--- config.mk ---
export PLATFORM = sky130hd
export DESIGN_NAME = reg_file
export DESIGN_NICKNAME = d
export VERILOG_FILES = /design/src/rtl/cpu_pkg.sv /design/src/rtl/reg_read_port.sv /design/src/rtl/reg_file.sv
export SDC_FILE = /design/constraint.sdc
export NUM_CORES = 1
export LEC_CHECK = 0
export CORE_ASPECT_RATIO = 1.2
export CORE_MARGIN = 4
export CORE_UTILIZATION = 45
export CTS_CLUSTER_SIZE = 25
export DETAILED_ROUTE_END_ITERATION = 10
export PLACE_DENSITY = 0.76
export RECOVER_POWER = 50
export SKIP_LAST_GASP = 1
export SYNTH_ARGS = -nofsm -noshare
export SYNTH_HDL_FRONTEND = slang
export SYNTH_HIERARCHICAL = 1
export SYNTH_SLANG_ARGS = --single-unit
--- constraint.sdc ---
create_clock -name clk -period 1.3 [get_ports clk]
set_input_delay 0.26 -clock clk [delete_from_list [all_inputs] [get_ports clk]]
set_output_delay 0.26 -clock clk [all_outputs]
set_load 0.01 [all_outputs]
--- src/rtl/cpu_pkg.sv ---
// Shared datapath constants and types for the CPU register file and its read ports.
package cpu_pkg;

    localparam int DATA_W = 8;
    localparam int ADDR_W = 3;

    typedef logic [ADDR_W-1:0] reg_idx_t;
    typedef logic [DATA_W-1:0] word_t;

    localparam reg_idx_t REG_ZERO = '0;

endpackage

--- src/rtl/reg_read_port.sv ---
// One combinational read port. It performs the index decode and forces register 0 to read as zero.
// Build with REGFILE_BYPASS_EN defined to add same-cycle write-through forwarding.
module reg_read_port #(
    parameter int DATA_W = cpu_pkg::DATA_W,
    parameter int ADDR_W = cpu_pkg::ADDR_W,
    parameter int DEPTH  = 2**ADDR_W
) (
    input  logic [ADDR_W-1:0]             rd_addr,
    input  logic [DEPTH-1:0][DATA_W-1:0]  regs,
`ifdef REGFILE_BYPASS_EN
    input  logic                          rst_n,
    input  logic                          wr_en,
    input  logic [ADDR_W-1:0]             wr_addr,
    input  logic [DATA_W-1:0]             wr_data,
`endif
    output logic [DATA_W-1:0]             rd_data
);
    import cpu_pkg::*;

    localparam logic [ADDR_W-1:0] ZERO_IDX = ADDR_W'(REG_ZERO);

    always_comb begin
        rd_data = '0;
        if (rd_addr != ZERO_IDX) begin
            rd_data = regs[rd_addr];
        end
`ifdef REGFILE_BYPASS_EN
        // Forward the incoming write so a reader sees it before the edge commits it.
        if (rst_n && wr_en && (wr_addr != ZERO_IDX) && (rd_addr == wr_addr)) begin
            rd_data = wr_data;
        end
`endif
    end

endmodule

--- src/rtl/reg_file.sv ---
// Register file with two read ports and one write port. Register 0 is hardwired to zero.
// Defining REGFILE_BYPASS_EN enables write-through forwarding in both read ports.
module reg_file #(
    parameter int DATA_W = cpu_pkg::DATA_W,
    parameter int ADDR_W = cpu_pkg::ADDR_W
) (
    input  logic              clk,
    input  logic              rst_n,
    input  logic [ADDR_W-1:0] rd_addr_a,
    output logic [DATA_W-1:0] rd_data_a,
    input  logic [ADDR_W-1:0] rd_addr_b,
    output logic [DATA_W-1:0] rd_data_b,
    input  logic              wr_en,
    input  logic [ADDR_W-1:0] wr_addr,
    input  logic [DATA_W-1:0] wr_data
);
    import cpu_pkg::*;

    localparam int DEPTH = 2**ADDR_W;
    localparam logic [ADDR_W-1:0] ZERO_IDX = ADDR_W'(REG_ZERO);

    // Only registers 1..DEPTH-1 hold state; index 0 is never stored.
    logic [DATA_W-1:0]            stor [1:DEPTH-1];
    logic [DEPTH-1:0][DATA_W-1:0] regs;

    always_ff @(posedge clk or negedge rst_n) begin
        if (!rst_n) begin
            for (int i = 1; i < DEPTH; i++) begin
                stor[i] <= '0;
            end
        end else if (wr_en && (wr_addr != ZERO_IDX)) begin
            stor[wr_addr] <= wr_data;
        end
    end

    always_comb begin
        regs = '0;
        for (int i = 1; i < DEPTH; i++) begin
            regs[i] = stor[i];
        end
    end

    reg_read_port #(.DATA_W(DATA_W), .ADDR_W(ADDR_W), .DEPTH(DEPTH)) u_port_a (
        .rd_addr (rd_addr_a),
        .regs    (regs),
`ifdef REGFILE_BYPASS_EN
        .rst_n   (rst_n),
        .wr_en   (wr_en),
        .wr_addr (wr_addr),
        .wr_data (wr_data),
`endif
        .rd_data (rd_data_a)
    );

    reg_read_port #(.DATA_W(DATA_W), .ADDR_W(ADDR_W), .DEPTH(DEPTH)) u_port_b (
        .rd_addr (rd_addr_b),
        .regs    (regs),
`ifdef REGFILE_BYPASS_EN
        .rst_n   (rst_n),
        .wr_en   (wr_en),
        .wr_addr (wr_addr),
        .wr_data (wr_data),
`endif
        .rd_data (rd_data_b)
    );

endmodule

==> results.rst <==
.. list-table::
   :header-rows: 1

   * - Metric
     - Value
   * - Layout area overhead
     - 35.9%
   * - Htree depth
     - 2
   * - Violated checks
     - negative setup slack
   * - Number of buffers inserted by port buffering
     - 35
   * - RR Endpoint
     - regs[14]
   * - Root Buffer
     - clkbuf_8
   * - Final setup violation count
     - 16
   * - Critical-path cell list
     - mux2_4 -> a221oi_2 -> a311oi_2 -> buf_2
   * - Class of the tightest hold or removal check
     - reg2reg
   * - Post-synthesis area per instance
     - 13.7 µm²
   * - Final hold viol count
     - 0
   * - Number of max-cap violations
     - 0
   * - Critical Path Sink Type
     - output pin
   * - Antenna violations before repair
     - 0
   * - Category of cells accounting for the largest share of critical-path delay
     - flip-flops
   * - Wire length after detailed routing
     - 9.23 mm
   * - Die area
     - 8900 µm²
   * - Worst Hold Slack
     - 0.544 ns
   * - Power density of the placed cells
     - 1230 nW/µm²
   * - Wire per inst
     - 21.7 µm
   * - Filler instances
     - 556
   * - Synthesized area
     - 3350 µm²
   * - Cell depth of the worst setup path
     - 4
   * - Antenna-violating nets left
     - 0
   * - Number of top-level pins
     - 36
   * - Cts bufs inserted
     - 5
   * - Number of cells on the worst reg-to-reg path
     - 4
   * - Global-route total usage across every layer
     - 21.9%
   * - Sw power
     - 1.68 mW
   * - Leading cell type in the layout, fill and taps excluded
     - buf_4
   * - ANT cells
     - 0
   * - Remaining max-slew budget at the tightest pin
     - 52.7%
   * - Fmax
     - 0.562 GHz
   * - Switching part of the total
     - 30.1%
   * - R2r setup slk
     - 0.16 ns
   * - Critical Path Sink
     - rd_data_b[6]
   * - Setup TNS
     - -7.06 ns
   * - Die width
     - 86.8 µm
   * - Final net count
     - 354
   * - Max FFs per register
     - 56
   * - Internal
     - 3.91 mW
   * - Clk_skew
     - 0 ns
   * - Final number of max-transition violations
     - 0
   * - Part of the total power dissipated in combinational logic
     - 34.8%
   * - Startpoint of the most critical register-to-register path
     - regs[14]
   * - Worst setup slack after layout
     - -0.480 ns
   * - Required time at the endpoint of the critical path
     - 1.04 ns
   * - Setup CP Type
     - reg2out
   * - Number of global-route vias before repair
     - 2,766
   * - Post-synth net total
     - 264
   * - Violation count after the first detailed-route iteration
     - 201
   * - Startpoint types
     - register
   * - Shortest clock period the worst path allows after layout
     - 1.78 ns
   * - Top library cells by usage in the layout, fill and taps aside
     - 57 x buf_4, 56 x dfrtp_1, 37 x mux2_4, 34 x mux2_2, 18 x buf_2
   * - Hold path depth
     - 1
   * - Final worst-path cycle share
     - 137%
   * - First-pass detailed-route iteration total
     - 4
   * - Post-DR vias/cell
     - 5.97
   * - RSZ-0062 raised after global routing
     - yes
   * - Crit-path max cell delay
     - 0.41 ns
   * - CP startpoint
     - regs[14]
   * - Detail Placement HPWL
     - 5.70 mm
   * - Crit path max fanout
     - 3
   * - Sequential group share of total power
     - 44.5%
   * - Slowest-stage cell, CP
     - dfrtp_1
   * - Non-filler cells, final
     - 425
   * - Clock tree from TritonCTS
     - yes
   * - Worst-skew pair later-pin latency
     - 0.31 ns
   * - Initial core utilization
     - 46.3%
   * - CP Buf/Inv Count
     - 1
   * - Transition at the pin with the smallest max-transition slack
     - 0.710 ns
   * - Number of buffers on the longest clock path
     - 2
   * - Clock slew at reported path FFs
     - 0.11 ns
   * - Post-route DRC
     - 0
   * - Clock Sink Count
     - 56
   * - Num rows
     - 34
   * - Die Ht
     - 103 µm
   * - # placed instances
     - 399
   * - Leak pwr
     - 2.04 nW
   * - Final weighted congestion in routability-driven placement
     - 0.805
   * - Core Box Area
     - 7230 µm²
   * - Largest vdd supply drop
     - 0.000607 V
   * - Syn Inst Count
     - 244
   * - Clk network pwr share
     - 20.7%
   * - Worst setup slack after placement
     - -1.21 ns
   * - Arrival time of the worst setup path
     - 1.52 ns
   * - Fraction of layout instances using a drive strength above 1
     - 62.4%
   * - First-pass GRT wire length
     - 14.8 mm
   * - Outcome
     - complete, but fails checks
   * - Maximum number of pins on one net before global-route repair
     - 57
   * - Total overflow reported by the global router
     - 0
   * - Number of vias in the routed layout
     - 2,536
   * - Yosys warning count
     - 6
==> layout make-up <==
type                       count  area [µm²]  area share (%)
tap                           90         113            2.47
clock buffer                   5        68.8            1.51
multi-input combinational    163        1980            43.5
timing repair buffer         108         950            20.9
sequential                    56        1400            30.8
clock inverter                 3        42.5           0.934
==> metrics by stage <==
stage | cell area (µm²) | util [%] | power, mW
global placement | 4170 | 57.7 | 4.13
floorplan | 3380 | - | 3.42
CTS | 4530 | 62.6 | 5.52
detailed placement | 4170 | 57.7 | 4.21
global route | 4550 | 63.0 | 5.85
finish | 4550 | 63.0 | 5.60
==> worst reg2reg max path: stages, from the launching register on <==
cell and delay [ns]:
dfrtp_1 0.41, buf_4 0.14, buf_4 0.12, buf_4 0.12, mux2_4 0.26
==> power groups by stage <==
stage | Clock (mW) | Sequential, mW | Combinational [mW]
after global routing | 1.23 | 2.54 | 2.08
final | 1.16 | 2.49 | 1.95
after CTS | 1.17 | 2.47 | 1.89
after floorplan | 0 | 2.36 | 1.06
after detailed placement | 0 | 2.46 | 1.74
after global placement | 0 | 2.44 | 1.69
==> worst min path at each step <==
stage	startpoint	to	slack, ns
floorplan	rst_n	regs[10]	-0.04
global placement	rst_n	regs[56]	0.28
detailed placement	rst_n	regs[56]	0.29
CTS	rst_n	regs[33]	0.48
global route	regs[59]	regs[59]	0.56
finish	regs[49]	regs[49]	0.54
==> metal layers <==
| metal | GRT usage, % | share of wire [%] | up-vias |
|---|---|---|---|
| met3 | 3.12 | 4.3 | 18 |
| met4 | 8.75 | 2.7 | 0 |
| met1 | 27.7 | 40 | 1305 |
| met2 | 37.7 | 53 | 75 |
| met5 | 0 | 0 | - |
| li1 | - | - | 1138 |
==> timing repair <==
| action | 4_1_cts | 5_1_grt |
|---|---|---|
| setup buffers | 14 | 3 |
| gates cloned | 0 | 0 |
| pin swaps | 15 | 16 |
| hold endpoints to repair | 56 | 0 |
| resized for setup | 129 | 3 |
| hold buffers | 1 | 0 |
| endpoints found under the setup margin | 72 | 16 |
No activity file was read; power rests on OpenSTA's default activity.
